$ cat config.mk
export PLATFORM = sky130hd
export DESIGN_NAME = riscv_lsu
export DESIGN_NICKNAME = d
export VERILOG_FILES = /design/src/rtl/riscv_pkg.sv /design/src/rtl/riscv_lsu_load_align.sv /design/src/rtl/riscv_lsu.sv
export SDC_FILE = /design/constraint.sdc
export NUM_CORES = 1
export LEC_CHECK = 0
export ABC_AREA = 1
export ABC_CLOCK_PERIOD_IN_PS = 1600
export BUFFER_PORTS_ARGS = -buffer_cell sky130_fd_sc_hd__buf_2
export CAP_MARGIN = 25
export CORE_ASPECT_RATIO = 0.9
export CORE_MARGIN = 2
export CORE_UTILIZATION = 45
export DETAILED_ROUTE_END_ITERATION = 10
export HOLD_SLACK_MARGIN = 0.06
export PLACE_DENSITY = 0.76
export SETUP_SLACK_MARGIN = 0.5
export SYNTH_ARGS = -nofsm -noshare
export SYNTH_HDL_FRONTEND = slang
export SYNTH_SLANG_ARGS = --single-unit
$ cat constraint.sdc
create_clock -name clk_i -period 1.6 [get_ports clk_i]
set_input_delay 0.24 -clock clk_i [delete_from_list [all_inputs] [get_ports clk_i]]
set_output_delay 0.24 -clock clk_i [all_outputs]
set_load 0.02 [all_outputs]
$ cat src/rtl/riscv_pkg.sv
// Shared RV32I definitions: load/store size encodings, LSU state type and
// the legality / byte-enable / store-lane helpers used by the load-store unit.
package riscv_pkg;

    localparam logic [2:0] LDST_B  = 3'd0;
    localparam logic [2:0] LDST_H  = 3'd1;
    localparam logic [2:0] LDST_W  = 3'd2;
    localparam logic [2:0] LDST_BU = 3'd4;
    localparam logic [2:0] LDST_HU = 3'd5;

    typedef enum logic [0:0] {
        LSU_IDLE = 1'b0,
        LSU_WAIT = 1'b1
    } lsu_state_t;

    // Halfwords must be 2-byte aligned, words 4-byte aligned; unknown sizes never issue.
    function automatic logic lsu_legal(input logic [2:0] size, input logic [1:0] addr_lo);
        logic ok;
        case (size)
            LDST_B, LDST_BU: ok = 1'b1;
            LDST_H, LDST_HU: ok = (addr_lo[0] == 1'b0);
            LDST_W:          ok = (addr_lo == 2'b00);
            default:         ok = 1'b0;
        endcase
        return ok;
    endfunction

    function automatic logic [3:0] lsu_byte_en(input logic [2:0] size, input logic [1:0] addr_lo);
        logic [3:0] be;
        case (size)
            LDST_B, LDST_BU: be = 4'b0001 << addr_lo;
            LDST_H, LDST_HU: be = 4'b0011 << {addr_lo[1], 1'b0};
            LDST_W:          be = 4'b1111;
            default:         be = 4'b0000;
        endcase
        return be;
    endfunction

    function automatic logic [31:0] lsu_store_data(input logic [2:0] size, input logic [31:0] wd);
        logic [31:0] data;
        case (size)
            LDST_B, LDST_BU: data = {4{wd[7:0]}};
            LDST_H, LDST_HU: data = {2{wd[15:0]}};
            default:         data = wd;
        endcase
        return data;
    endfunction

endpackage

$ cat src/rtl/riscv_lsu_load_align.sv
// Load-data extraction: selects the addressed byte/halfword of the memory
// word and sign- or zero-extends it to 32 bits.
module lsu_load_align
    import riscv_pkg::*;
(
    input  logic [31:0] rd,
    input  logic [2:0]  size,
    input  logic [1:0]  addr_lo,
    output logic [31:0] result
);

    logic [15:0] lane_s;

    // Shift the addressed lane down to bit 0 then extend by access type.
    always_comb begin
        lane_s = 16'(rd >> {addr_lo, 3'b000});
        case (size)
            LDST_B:  result = {{24{lane_s[7]}}, lane_s[7:0]};
            LDST_BU: result = {24'h000000, lane_s[7:0]};
            LDST_H:  result = {{16{lane_s[15]}}, lane_s};
            LDST_HU: result = {16'h0000, lane_s};
            LDST_W:  result = rd;
            default: result = 32'h0000_0000;
        endcase
    end

endmodule

$ cat src/rtl/riscv_lsu.sv
// Load-store unit: one memory transaction per instruction, stalling the core
// until the memory responds; misaligned or illegal-size accesses fault instead.
module riscv_lsu
    import riscv_pkg::*;
(
    input  logic        clk_i,
    input  logic        rst_i,
    input  logic        core_req_i,
    input  logic        core_we_i,
    input  logic [2:0]  core_size_i,
    input  logic [31:0] core_addr_i,
    input  logic [31:0] core_wd_i,
    output logic [31:0] core_rd_o,
    output logic        core_stall_o,
    output logic        core_fault_o,
    output logic        mem_req_o,
    output logic        mem_we_o,
    output logic [3:0]  mem_be_o,
    output logic [31:0] mem_addr_o,
    output logic [31:0] mem_wd_o,
    input  logic [31:0] mem_rd_i,
    input  logic        mem_ready_i
);

    lsu_state_t  state_r;
    logic        req_we_r;
    logic [2:0]  req_size_r;
    logic [31:0] req_addr_r;
    logic [31:0] req_wd_r;
    logic        legal_s;
    logic [31:0] load_data_s;

    assign legal_s = lsu_legal(core_size_i, core_addr_i[1:0]);

    lsu_load_align u_load_align (
        .rd      (mem_rd_i),
        .size    (req_size_r),
        .addr_lo (req_addr_r[1:0]),
        .result  (load_data_s)
    );

    // State and request capture; the WAIT phase works only from captured values.
    always_ff @(posedge clk_i) begin
        if (rst_i) begin
            state_r    <= LSU_IDLE;
            req_we_r   <= 1'b0;
            req_size_r <= 3'd0;
            req_addr_r <= 32'h0000_0000;
            req_wd_r   <= 32'h0000_0000;
        end else begin
            case (state_r)
                LSU_IDLE: begin
                    if (core_req_i && legal_s) begin
                        state_r    <= LSU_WAIT;
                        req_we_r   <= core_we_i;
                        req_size_r <= core_size_i;
                        req_addr_r <= core_addr_i;
                        req_wd_r   <= core_wd_i;
                    end else begin
                        state_r <= LSU_IDLE;
                    end
                end
                LSU_WAIT: begin
                    if (mem_ready_i) begin
                        state_r <= LSU_IDLE;
                    end else begin
                        state_r <= LSU_WAIT;
                    end
                end
                default: state_r <= LSU_IDLE;
            endcase
        end
    end

    // Output decode: the request cycle drives memory straight from the core inputs.
    always_comb begin
        core_rd_o    = 32'h0000_0000;
        core_stall_o = 1'b0;
        core_fault_o = 1'b0;
        mem_req_o    = 1'b0;
        mem_we_o     = 1'b0;
        mem_be_o     = 4'b0000;
        mem_addr_o   = 32'h0000_0000;
        mem_wd_o     = 32'h0000_0000;
        case (state_r)
            LSU_IDLE: begin
                if (core_req_i && legal_s) begin
                    mem_req_o    = 1'b1;
                    mem_we_o     = core_we_i;
                    mem_be_o     = core_we_i ? lsu_byte_en(core_size_i, core_addr_i[1:0]) : 4'b0000;
                    mem_addr_o   = {core_addr_i[31:2], 2'b00};
                    mem_wd_o     = lsu_store_data(core_size_i, core_wd_i);
                    core_stall_o = 1'b1;
                end else if (core_req_i) begin
                    core_fault_o = 1'b1;
                end else begin
                    core_fault_o = 1'b0;
                end
            end
            LSU_WAIT: begin
                mem_req_o  = 1'b1;
                mem_we_o   = req_we_r;
                mem_be_o   = req_we_r ? lsu_byte_en(req_size_r, req_addr_r[1:0]) : 4'b0000;
                mem_addr_o = {req_addr_r[31:2], 2'b00};
                mem_wd_o   = lsu_store_data(req_size_r, req_wd_r);
                if (mem_ready_i) begin
                    core_stall_o = 1'b0;
                    core_rd_o    = req_we_r ? 32'h0000_0000 : load_data_s;
                end else begin
                    core_stall_o = 1'b1;
                end
            end
            default: begin
                core_stall_o = 1'b0;
            end
        endcase
    end

endmodule

==> results of run 1 <==
synthesized netlist by cell type:
master,n
o21ai_2,1
nand3b_1,9
nor2_4,4
buf_4,12
nand2_1,324
dfxtp_1,69
clkbuf_1,16
nor2_2,1
o22ai_1,8
o2111ai_1,8
nand3_1,87
inv_2,6
inv_4,1
a21oi_1,73
conb_1,1
buf_1,5
nand2_2,3
buf_2,26
nor3_1,5
inv_1,44
a21oi_2,1
nand3_2,2
nor2_1,125
o21ai_0,47
buf_6,4
stage by stage:
| stage | instances | hold WS, ns | instance area [sq um] |
|---|---|---|---|
| 3_5_place_dp | 1238 | 0.452 | 7390 |
| 2_1_floorplan | 883 | 0.396 | 5920 |
| 3_3_place_gp | 1238 | 0.443 | 7390 |
cell families after synthesis:
family | after synthesis | synth area share [%]
flops | 69 | 27.8
buf+inv | 114 | 10.8
simple gates | 560 | 46.4
compound gates | 138 | 14.9
other cells | 1 | 0.0755
==> metrics.md, run 1 <==
| Metric | Value |
|---|---|
| CTS H-tree depth | `3` |
| Error | `[ERROR DPL-0038] Utilization greater than 100%, impossible to legalize` |
| Stopping stage | `clock tree synthesis` |
| DIE WIDTH | `115 microns` |
| Rows | `36` |
| Status | `stopped before the end` |
| Post-Syn Instances | `882` |
| Post-CTS Hold Buffers | `0` |
| Syn. warnings | `0` |
| Root Driver | `clkbuf_16` |
| Clock sinks | `69` |
| Area leader, netlist | `dfxtp_1` |
| Mapped cell area | `0.00496 sq mm` |
| Setup bufs post-CTS | `71` |
| Starting Density | `45.9%` |
| IO Pins | `208` |
| Clk buf depth | `2` |
| Register bit total from synthesis | `69` |
| Cts bufs inserted | `9` |
| Die Ht | `104 microns` |
| Distinct cells, synth | `25` |
| Top-area cell type share of the netlist area | `27.8%` |
| Syn Area/Cell | `5.63 sq um` |
| Post-synthesis sequential area ratio | `27.8%` |
| DP Worst Slack | `-0.124 ns` |
| Number of port buffers | `205` |
| Largest cells by area after synthesis | `dfxtp_1 28%, nand2_1 24%, nor2_1 9.5%` |
| Post-DP HPWL | `13100 microns` |
| GP Congestion | `0.927` |
| Post-CTS Resized | `524` |
==> inputs of run 2 (changes only) <==
- CORE_ASPECT_RATIO: 0.9 -> unset
- CORE_UTILIZATION: 45 -> 30
- HOLD_SLACK_MARGIN: 0.06 -> unset
- PLACE_DENSITY: 0.76 -> unset
- PLACE_DENSITY_LB_ADDON: unset -> 0.15
- SETUP_SLACK_MARGIN: 0.5 -> unset
==> run 2 against run 1 <==
  * Synthesized cell count is the same
  * Synthesized area is the same
  * The flow now finishes, with violations (negative setup slack)
==> metrics.md, run 2 <==
| Metric | Value |
|---|---|
| Status | `finished, violations left` |
| Failing checks | `negative setup slack` |
| RSZ-0062 raised after global routing | `true` |
| Largest cells by area after synthesis | `dfxtp_1 28%, nand2_1 24%, nor2_1 9.5%` |
| Starting Density | `30.3% (-16 points)` |
| Final nets | `1283` |
| Max Clk Rate | `0.518 GHz` |
| Register area | `0.00140 sq mm` |
| Net switching power | `2.19 mW` |
| Sw Ratio | `34.8%` |
| Antenna violations before repair | `0` |
| Hold path cells | `3` |
| Area delta synth->final | `77.0%` |
| Biggest regs | `req_addr_r (32), req_wd_r (32), req_size_r (3)` |
| Tightest Pin Transition | `0.549 ns` |
| GP Congestion | `0.899 (-3.1%)` |
| Worst R2R Setup Slack | `0.04 ns` |
| Wire per inst | `15.3 microns` |
| Core ar. | `0.0164 sq mm` |
| Clock sinks | `69 (unchanged)` |
| Commonest non-fill, non-tap cell in the layout | `nand2_1` |
| Req. time, crit path | `1.36 ns` |
| Final hold slack | `0.201 ns` |
| Fin. max-slew vios | `0` |
| Worst-path clk slew | `0.06 ns` |
| Top-count cell post-synth | `nand2_1` |
| Antenna-violating nets left | `0` |
| Worst hold path class | `input port to flop` |
| FF-to-FF End | `req_addr_r[8]` |
| IO Pins | `208 (unchanged)` |
| Root Driver | `clkbuf_16` |
| Post-Syn Instances | `882 (unchanged)` |
| Syn. warnings | `0 (unchanged)` |
| DIE WIDTH | `133 microns (+16%)` |
| Sequential share of power | `30.3%` |
| Vias in the first global route | `6042` |
| Most frequent cells in the layout | `277 x nand2_1, 154 x buf_4, 120 x buf_2` |
| Share of layout cells above drive strength 1 | `44.6%` |
| Static Leak | `4.30 nW` |
| Critical path's top delay family | `buffers and inverters` |
| Max Cap Viol | `0` |
| Number of port buffers | `205 (unchanged)` |
| DRT Pass-1 Iters | `5` |
| Maximum VDD drop | `0.678 mV` |
| CTS tree | `yes` |
| Clock Power Share | `31.7%` |
| N_diodes | `0` |
| Vias | `6718` |
| Register bit total from synthesis | `69 (unchanged)` |
| Setup Skew | `0.00389 ns` |
| Area of the multi-input gates | `0.00386 sq mm` |
| Initial drt markers | `321` |
| Mapped cell area | `0.00496 sq mm (unchanged)` |
| Top cells by count, synth | `324 x nand2_1, 125 x nor2_1, 87 x nand3_1` |
| Distinct cells, synth | `25 (unchanged)` |
| Post-synthesis sequential area ratio | `27.8% (unchanged)` |
| Buf/Inv on CP | `4` |
| DRC | `0` |
| CTS H-tree depth | `3 (unchanged)` |
| Die area | `0.0176 sq mm` |
| Pwr per Cell Area | `715 mW/mm^2` |
| Final hold vios | `0` |
| Final Routed Wirelength | `21400 microns` |
| Most used DFF post-synth | `dfxtp_1` |
| Hold EP | `req_addr_r[20]` |
| Reg-to-Reg Start | `state_r` |
| Global Route Usage Sum | `22.2%` |
| Area leader, netlist | `dfxtp_1` |
| Critical Path Sink Type | `output port` |
| Final worst slack | `-0.330 ns` |
| Minimum clock period | `1.93 ns` |
| Data arrival time of the critical path | `1.69 ns` |
| Post-DR vias/cell | `4.79` |
| Crit path max-delay cell type | `dfxtp_4` |
| CP max stage delay | `0.36 ns` |
| R2r worst-path depth | `8` |
| Pint | `4.10 mW` |
| Combinational power share | `38.0%` |
| Worst hold start | `core_addr_i[20]` |
| Cts bufs inserted | `9 (unchanged)` |
| Post-DP HPWL | `14700 microns (+12%)` |
| Die Ht | `133 microns (+28%)` |
| Syn Area/Cell | `5.63 sq um (unchanged)` |
| TNS Setup | `-24.55 ns` |
| Final period utilization | `121%` |
| # setup viols final | `100` |
| Top-area cell type share of the netlist area | `27.8% (unchanged)` |
| Largest net degree at the start of global routing | `44` |
| Worst rel slew slack | `63.4%` |
| Fill cells | `1629` |
| First-pass GRT wire length | `31500 microns` |
| CP startpoint kind | `flop` |
| Clock latency at the later pin of the worst-skew pair | `0.34 ns` |
| Clk buf depth | `2 (unchanged)` |
| Post-synth EDFFs | `0 (unchanged)` |
| Asr flop ratio synth | `0% (unchanged)` |
| Kind of critical path | `flop to output port` |
| GR Overflow Total | `0` |
| Rows | `47 (+31%)` |
| Crit path max fanout | `10` |
| Crit-path cells | `inv_4 -> buf_4 -> nand2_2 -> buf_12 -> nor2_2 -> a21oi_2 -> o22ai_2 -> buf_6` |
==> run 2: area by class of cell <==
class | instances | area share (%)
clock buffer | 10 | 2.72
timing repair buffer | 346 | 31.3
multi-input combinational | 702 | 43.9
sequential | 69 | 15.9
tap | 220 | 3.13
clock inverter | 4 | 0.570
inverter | 51 | 2.43
==> run 2: stage by stage <==
step	cells	worst slack, ns	instance area, sq um	utilization, %	total power [mW]
global route	1402	-0.371	8790	53.6	6.61
global placement	1346	-0.171	6760	41.2	3.64
CTS	1368	-0.285	7470	45.6	5.84
finish	1402	-0.330	8790	53.6	6.29
detailed placement	1346	-0.183	6760	41.2	3.65
floorplan	883	-0.00830	4980	-	2.94
==> run 2: per-layer routing <==
layer	share of wire, %	routed length [microns]	track usage, %	up-vias
li1	-	-	-	3424
met4	2.8	600	6.81	0
met5	0	0	0	-
met2	47	10100	35.9	217
met1	44	9370	28.9	3043
met3	6.4	1380	6.02	34
==> run 2: kinds of logic after synthesis <==
| kind of cell | count (synthesis) | synth area share [%] |
|---|---|---|
| other | 1 | 0.0755 |
| AOI/OAI and AO/OA | 138 | 14.9 |
| and+or+nand+nor | 560 | 46.4 |
| DFF | 69 | 27.8 |
| buffers and inverters | 114 | 10.8 |
==> run 2: how the worst max path moves through the flow <==
stage,end,startpoint,cells past startpoint,slack (ns)
floorplan,core_rd_o[0],req_addr_r[0],8,-0.008
global placement,mem_wd_o[31],core_addr_i[0],9,-0.17
detailed placement,core_rd_o[18],req_addr_r[0],7,-0.18
CTS,mem_wd_o[31],state_r,6,-0.28
global route,core_rd_o[30],req_addr_r[0],9,-0.37
finish,mem_wd_o[15],req_size_r[0],8,-0.33
==> run 2: timing repair <==
| item | 4_1_cts | 5_1_grt |
|---|---|---|
| setup endpoints to repair | 101 | 102 |
| pin swaps | 16 | 71 |
| gates resized for setup | 133 | 241 |
| hold buffers | 0 | 0 |
| gates cloned | 2 | 7 |
| endpoints found under the hold margin | 0 | 0 |
| buffers inserted | 6 | 28 |
==> run 2: power by group through the flow <==
stage	Combinational (mW)	Clock [mW]	Sequential [mW]
global placement	1.71	0	1.93
CTS	1.90	2.05	1.90
floorplan	1.03	0	1.91
finish	2.39	1.99	1.90
global route	2.58	2.11	1.92
detailed placement	1.72	0	1.93
==> run 2: tightest hold or removal path, stage by stage <==
cell and delay, ns:
buf_2 0.11, nand3_4 0.08, a21oi_1 0.06
No activity file was read; power rests on OpenSTA's default activity.
==> inputs of run 3 (changes only) <==
- REMOVE_ABC_BUFFERS: unset -> 1
==> run 3 against run 2 <==
  * The run still ends with negative setup slack left
  * Clock skew grew 0.0012 ns
  * Non-clock buffer count grew 47
  * Via count grew 5.9%
  * Critical path depth shrank 1
  * Global-route usage grew 1.6 points
  * Clock power shrank 3%
  * Power grew 6.2%
  * Combinational power grew 18%
  * Utilization grew 7.5 points
  * Setup slack lost 0.084 ns
  * Flip-flop and latch count is the same
  * Worst hold slack gained 0.025 ns
  * Critical endpoint is now core_rd_o[0]
  * Largest power group unchanged
==> metrics.md, run 3 (synthesis results as in run 2) <==
| Metric | Value |
|---|---|
| Crit path max fanout | `7 (-3)` |
| Max Cap Viol | `0 (unchanged)` |
| CTS tree | `yes` |
| DRT Pass-1 Iters | `5 (unchanged)` |
| Final worst slack | `-0.414 ns (-0.0842 ns)` |
| Post-DR vias/cell | `4.90 (+2.2%)` |
| Core ar. | `0.0164 sq mm (unchanged)` |
| Max Clk Rate | `0.496 GHz (-4.2%)` |
| Antenna-violating nets left | `0 (unchanged)` |
| Share of layout cells above drive strength 1 | `50.6% (+6.0 points)` |
| Pwr per Cell Area | `667 mW/mm^2 (-6.8%)` |
| Final hold slack | `0.226 ns (+0.0247 ns)` |
| Final nets | `1330 (+3.7%)` |
| Fin. max-slew vios | `0 (unchanged)` |
| Number of port buffers | `205 (unchanged)` |
| GP Congestion | `0.853 (-5.1%)` |
| Tightest Pin Transition | `0.570 ns (+0.0210 ns)` |
| Kind of critical path | `flop to output port` |
| Die Ht | `133 microns (unchanged)` |
| CP startpoint kind | `flop` |
| Starting Density | `30.3% (unchanged)` |
| DIE WIDTH | `133 microns (unchanged)` |
| Clock sinks | `69 (unchanged)` |
| Global Route Usage Sum | `23.8% (+1.6 points)` |
| Clock latency at the later pin of the worst-skew pair | `0.33 ns (about the same)` |
| Worst-path clk slew | `0.06 ns (about the same)` |
| Post-CTS Hold Buffers | `0 (unchanged)` |
| Req. time, crit path | `1.36 ns (about the same)` |
| Placed insts | `1359 (+0.97%)` |
| Critical Path Sink Type | `output port` |
| Post-DP HPWL | `13800 microns (-5.9%)` |
| Most frequent cells in the layout | `262 x nand2_1, 168 x buf_4, 104 x buf_2` |
| Antenna violations before repair | `3 (+3)` |
| Largest net degree at the start of global routing | `36 (-18%)` |
| CTS H-tree depth | `3 (unchanged)` |
| Rows | `47 (unchanged)` |
| First-pass GRT wire length | `33900 microns (+7.5%)` |
| Maximum VDD drop | `0.442 mV (-35%)` |
| Biggest regs | `req_addr_r (32), req_wd_r (32), req_size_r (3)` |
| IO Pins | `208 (unchanged)` |
| Setup Skew | `0.00512 ns (+0.00123 ns)` |
| Cell area after layout | `0.0100 sq mm (+14%)` |
| Vias in the first global route | `6532 (+8.1%)` |
| Placed Instance Area | `0.00691 sq mm (+2.2%)` |
| Final period utilization | `126% (+5.3 points)` |
| Final hold vios | `0 (unchanged)` |
| Vias | `7113 (+5.9%)` |
| Static Leak | `4.71 nW (+9.6%)` |
| Root Driver | `clkbuf_16` |
| Initial drt markers | `298 (-7.2%)` |
| Worst R2R Setup Slack | `0.06 ns (+0.02 ns)` |
| # setup viols final | `100 (unchanged)` |
| Minimum clock period | `2.01 ns (+0.0842 ns)` |
| Area delta synth->final | `102%` |
| DRC | `0 (unchanged)` |
| Worst rel slew slack | `62.0% (-1.4 points)` |
| Status | `finished, violations left` |
| Cts bufs inserted | `9 (unchanged)` |
| Tot Pwr | `6.68 mW (+6.2%)` |
| GR Overflow Total | `0 (unchanged)` |
| Worst hold path class | `input port to flop` |
| Data arrival time of the critical path | `1.77 ns (+0.08 ns)` |
| Commonest non-fill, non-tap cell in the layout | `nand2_1` |
| Wire per inst | `16.2 microns (+5.8%)` |
| Post-Layout Cell Count | `1452 (+3.6%)` |
| Final Routed Wirelength | `23500 microns (+9.6%)` |
| Fin util | `61.0% (+7.5 points)` |
| Clk buf depth | `2 (unchanged)` |
| RSZ-0062 raised after global routing | `true` |
| Die area | `0.0176 sq mm (unchanged)` |
| Failing checks | `negative setup slack` |
run 3: changes by cell type in the layout (fill, tap and decap cells not counted), sizes merged:
cell      change
clkbuf        +7
clkinvlp      -2
clkinv        +1
diode         +2
bufinv        -1
bufbuf        +1
buf          +43
inv           -1
run 3: area by class of cell:
| class | instances | area, sq um |
|---|---|---|
| Fill cell | 1481 | 6390 |
| Multi-Input combinational cell | 702 | 4290 |
| Timing Repair Buffer | 393 | 3540 |
| Sequential cell | 69 | 1400 |
| Tap cell | 220 | 275 |
| Clock buffer | 14 | 274 |
| Inverter | 51 | 226 |
| Clock inverter | 1 | 5.00 |
| Antenna cell | 2 | 5.00 |
run 3: report_power, final:
group / leakage, nW / internal [mW] / switching (mW)
combinational: 4.00 / 1.31 / 1.52
clock: 0.139 / 1.17 / 0.767
sequential: 0.569 / 1.83 / 0.0833
run 3: worst max-delay path: stages, from the launching register on:
cell	delay (ns)
dfxtp_4	0.38
nor2_4	0.16
inv_1	0.11
a21oi_4	0.23
buf_6	0.14
nand2_1	0.05
a21oi_1	0.19
buf_4	0.18
run 3: routing by layer:
layer  track usage [%]  vias up  wire length, microns
li1                  -     3531                     -
met1              28.8     3292                  9250
met2              41.2      238                 12100
met3              5.59       50                  1540
met4              8.42        2                   588
met5                 0        -                     9
run 3: final timing paths:
kind,from,endpoint,depth (start not counted)
max reg2reg,state_r,req_addr_r[11],8
min,core_wd_i[31],req_wd_r[31],4
max,req_addr_r[1],core_rd_o[0],7
min reg2reg,req_wd_r[0],req_wd_r[0],2
run 3: repair_timing:
action / CTS / global route
resized for setup: 275 / 267
endpoints found under the setup margin: 100 / 103
buffers inserted: 29 / 37
gates cloned: 10 / 7
pin swaps: 46 / 100
run 3: through the flow:
stage	setup WS [ns]	TNS, ns
finish	-0.414	-21.63
global route	-0.493	-28.82
CTS	-0.335	-22.71
detailed placement	-0.245	-10.64
global placement	-0.198	-8.60
floorplan	-1.64	-177.74
==> inputs of run 4 (changes only) <==
- ABC_AREA: 1 -> unset
- CORE_UTILIZATION: 30 -> 45
==> run 4 against run 3 <==
  * Via count decreased by 3.9%
  * Critical endpoint is now core_rd_o[18]
  * Largest cell class unchanged
  * Utilization is 31 points higher
  * The run still ends with negative setup slack left
  * Sequential share of layout area increased by 1.6 points
  * Global-route usage up 6.9 points
==> metrics.md, run 4 <==
| Metric | Value |
|---|---|
| Register bit total from synthesis | `69 (unchanged)` |
| Final hold vios | `0 (unchanged)` |
| Starting Density | `46.5% (+16 points)` |
| Top-count cell post-synth | `nand2_1` |
| DIE WIDTH | `104 microns (-21%)` |
| Worst hold path class | `input port to flop` |
| N_diodes | `0 (-2)` |
| Fill cells | `370 (-75%)` |
| Setup Skew | `0.00706 ns (+0.00194 ns)` |
| Post-CTS Hold Buffers | `0 (unchanged)` |
| DRT Pass-1 Iters | `6 (+1)` |
| Pwr per Cell Area | `620 mW/mm^2 (-7.1%)` |
| Distinct cells, synth | `38 (+52%)` |
| GR Overflow Total | `0 (unchanged)` |
| Post-DP HPWL | `10900 microns (-21%)` |
| Worst rel slew slack | `65.4% (+3.4 points)` |
| Biggest regs | `req_addr_r (32), req_wd_r (32), req_size_r (3)` |
| Die Ht | `104 microns (-21%)` |
| Antenna-violating nets left | `0 (unchanged)` |
| Number of port buffers | `205 (unchanged)` |
| Mapped cell area | `0.00454 sq mm (-8.5%)` |
| Antenna violations before repair | `0 (-3)` |
| DP Worst Slack | `-0.609 ns (-0.364 ns)` |
| Root Driver | `clkbuf_8` |
| Post-Syn Instances | `668 (-24%)` |
| Crit path max fanout | `16 (+9)` |
| RSZ-0062 raised after global routing | `true` |
| Placed Instance Area | `0.00622 sq mm (-9.9%)` |
| Data arrival time of the critical path | `2.04 ns (+0.27 ns)` |
| GP Congestion | `0.855 (+0.21%)` |
| First-pass GRT wire length | `27500 microns (-19%)` |
| Clock sinks | `69 (unchanged)` |
| Tightest Pin Transition | `0.517 ns (-0.0526 ns)` |
| Most used DFF post-synth | `dfxtp_1` |
| Static Leak | `4.24 nW (-10%)` |
| Die area | `0.0109 sq mm (-38%)` |
| Clk buf depth | `2 (unchanged)` |
| Syn. warnings | `0 (unchanged)` |
| Commonest non-fill, non-tap cell in the layout | `nand2_1` |
| Final worst slack | `-0.678 ns (-0.264 ns)` |
| Worst-path clk slew | `0.09 ns (+0.03 ns)` |
| CP startpoint kind | `flop` |
| Clock latency at the later pin of the worst-skew pair | `0.37 ns (+0.04 ns)` |
| Post-synthesis sequential area ratio | `30.4% (+2.6 points)` |
| Largest net degree at the start of global routing | `70 (+94%)` |
| Status | `finished, violations left` |
| Area delta synth->final | `97.8%` |
| Vias in the first global route | `5773 (-12%)` |
| Most frequent cells in the layout | `152 x nand2_1, 116 x buf_4, 111 x buf_6` |
| Failing checks | `negative setup slack` |
| Fin util | `91.9% (+31 points)` |
| Area leader, netlist | `dfxtp_1` |
| Kind of critical path | `flop to output port` |
| Critical Path Sink Type | `output port` |
| Maximum VDD drop | `0.754 mV (+71%)` |
| CTS tree | `yes` |
| Largest cells by area after synthesis | `dfxtp_1 30%, nand2_1 21%, a21oi_1 11%` |
| Final nets | `1087 (-18%)` |
| Vias | `6836 (-3.9%)` |
| # setup viols final | `129 (+29%)` |
| Top-area cell type share of the netlist area | `30.4% (+2.6 points)` |
| Syn Area/Cell | `6.80 sq um (+21%)` |
| Fin. max-slew vios | `0 (unchanged)` |
| Cts bufs inserted | `9 (unchanged)` |
| Cell area after layout | `0.00898 sq mm (-10%)` |
| Top cells by count, synth | `248 x nand2_1, 100 x a21oi_1, 69 x dfxtp_1` |
| Req. time, crit path | `1.36 ns (about the same)` |
| Final period utilization | `142% (+17 points)` |
| IO Pins | `208 (unchanged)` |
| Post-synth EDFFs | `0 (unchanged)` |
| Rows | `36 (-23%)` |
| Minimum clock period | `2.28 ns (+0.264 ns)` |
| Post-DR vias/cell | `6.10 (+24%)` |
| Core ar. | `0.00977 sq mm (-40%)` |
| DRC | `0 (unchanged)` |
| Max Clk Rate | `0.439 GHz (-12%)` |
| Asr flop ratio synth | `0% (unchanged)` |
| Share of layout cells above drive strength 1 | `58.2% (+7.6 points)` |
| Wire per inst | `21.9 microns (+35%)` |
| CTS H-tree depth | `3 (unchanged)` |
| Global Route Usage Sum | `30.7% (+6.9 points)` |
| Initial drt markers | `654 (+120%)` |
| Max Cap Viol | `0 (unchanged)` |
| Final Routed Wirelength | `24600 microns (+4.5%)` |
-- run 4: cell count changes after synthesis, moves of 12 or more --
cell,delta
a21o_1,+17
a21oi_1,+27
a22oi_1,+16
buf_2,-18
clkbuf_1,+23
inv_1,-42
mux2i_1,+49
nand2_1,-76
nand3_1,-86
nor2_1,-106
o21ai_0,-34
o22ai_1,+12
-- run 4: layout make-up --
cell class,count,area (sq um),share of cell area (%)
clock buffer,12,145,1.62
clock inverter,4,47.5,0.529
inverter,3,13.8,0.153
multi-input combinational,539,3910,43.5
sequential,69,1400,15.5
tap,133,166,1.85
timing repair buffer,361,3300,36.8
-- run 4: power breakdown --
group | internal [mW] | switching, mW
combinational | 1.02 | 1.15
sequential | 1.80 | 0.0837
clock | 0.760 | 0.755
total | 3.58 | 1.99
-- run 4: cell families after synthesis --
family / after synthesis / synth area share [%]
flip-flops: 69 / 30.4
AND/OR/NAND/NOR: 294 / 25.9
buffers and inverters: 61 / 6.09
AO/OA/AOI/OAI: 185 / 24.5
multiplexers: 58 / 13.0
other: 1 / 0.0826
-- run 4: worst paths after layout --
check / startpoint / to / slack [ns] / cells after the start
max reg2reg: state_r / req_wd_r[29] / -0.14 / 10
min: core_addr_i[31] / req_addr_r[31] / 0.13 / 3
max: req_addr_r[0] / core_rd_o[18] / -0.68 / 6
min reg2reg: req_addr_r[31] / req_addr_r[31] / 0.47 / 2
-- run 4: critical path, stage by stage, from the launching register on --
cell	delay (ns)
dfxtp_4	0.37
nor2_1	0.25
a22oi_2	0.15
a2111oi_4	0.42
buf_12	0.19
a21o_1	0.16
buf_6	0.14
-- run 4: repair_timing --
item / in CTS / in global routing
endpoints found under the setup margin: 101 / 113
pin swaps: 43 / 105
setup buffers: 17 / 44
gates resized for setup: 227 / 289
gates cloned: 5 / 8
-- run 4: metal layers --
layer | GRT usage, % | part of all wire [%]
met5 | 0 | 0
met4 | 12.7 | 6.7
met3 | 7.77 | 9.1
met2 | 54.8 | 50
met1 | 34.5 | 34
-- run 4: per-stage QoR --
step           setup TNS (ns)  power (mW)  instances  hold slack [ns]
5_1_grt                -50.10        5.69       1121            0.132
3_5_place_dp           -28.08        3.18       1039            0.447
2_1_floorplan         -303.22        2.53        611            0.309
3_3_place_gp           -22.37        3.14       1039            0.442
6_report               -45.39        5.57       1121            0.134
4_1_cts                -38.12        4.91       1077            0.122
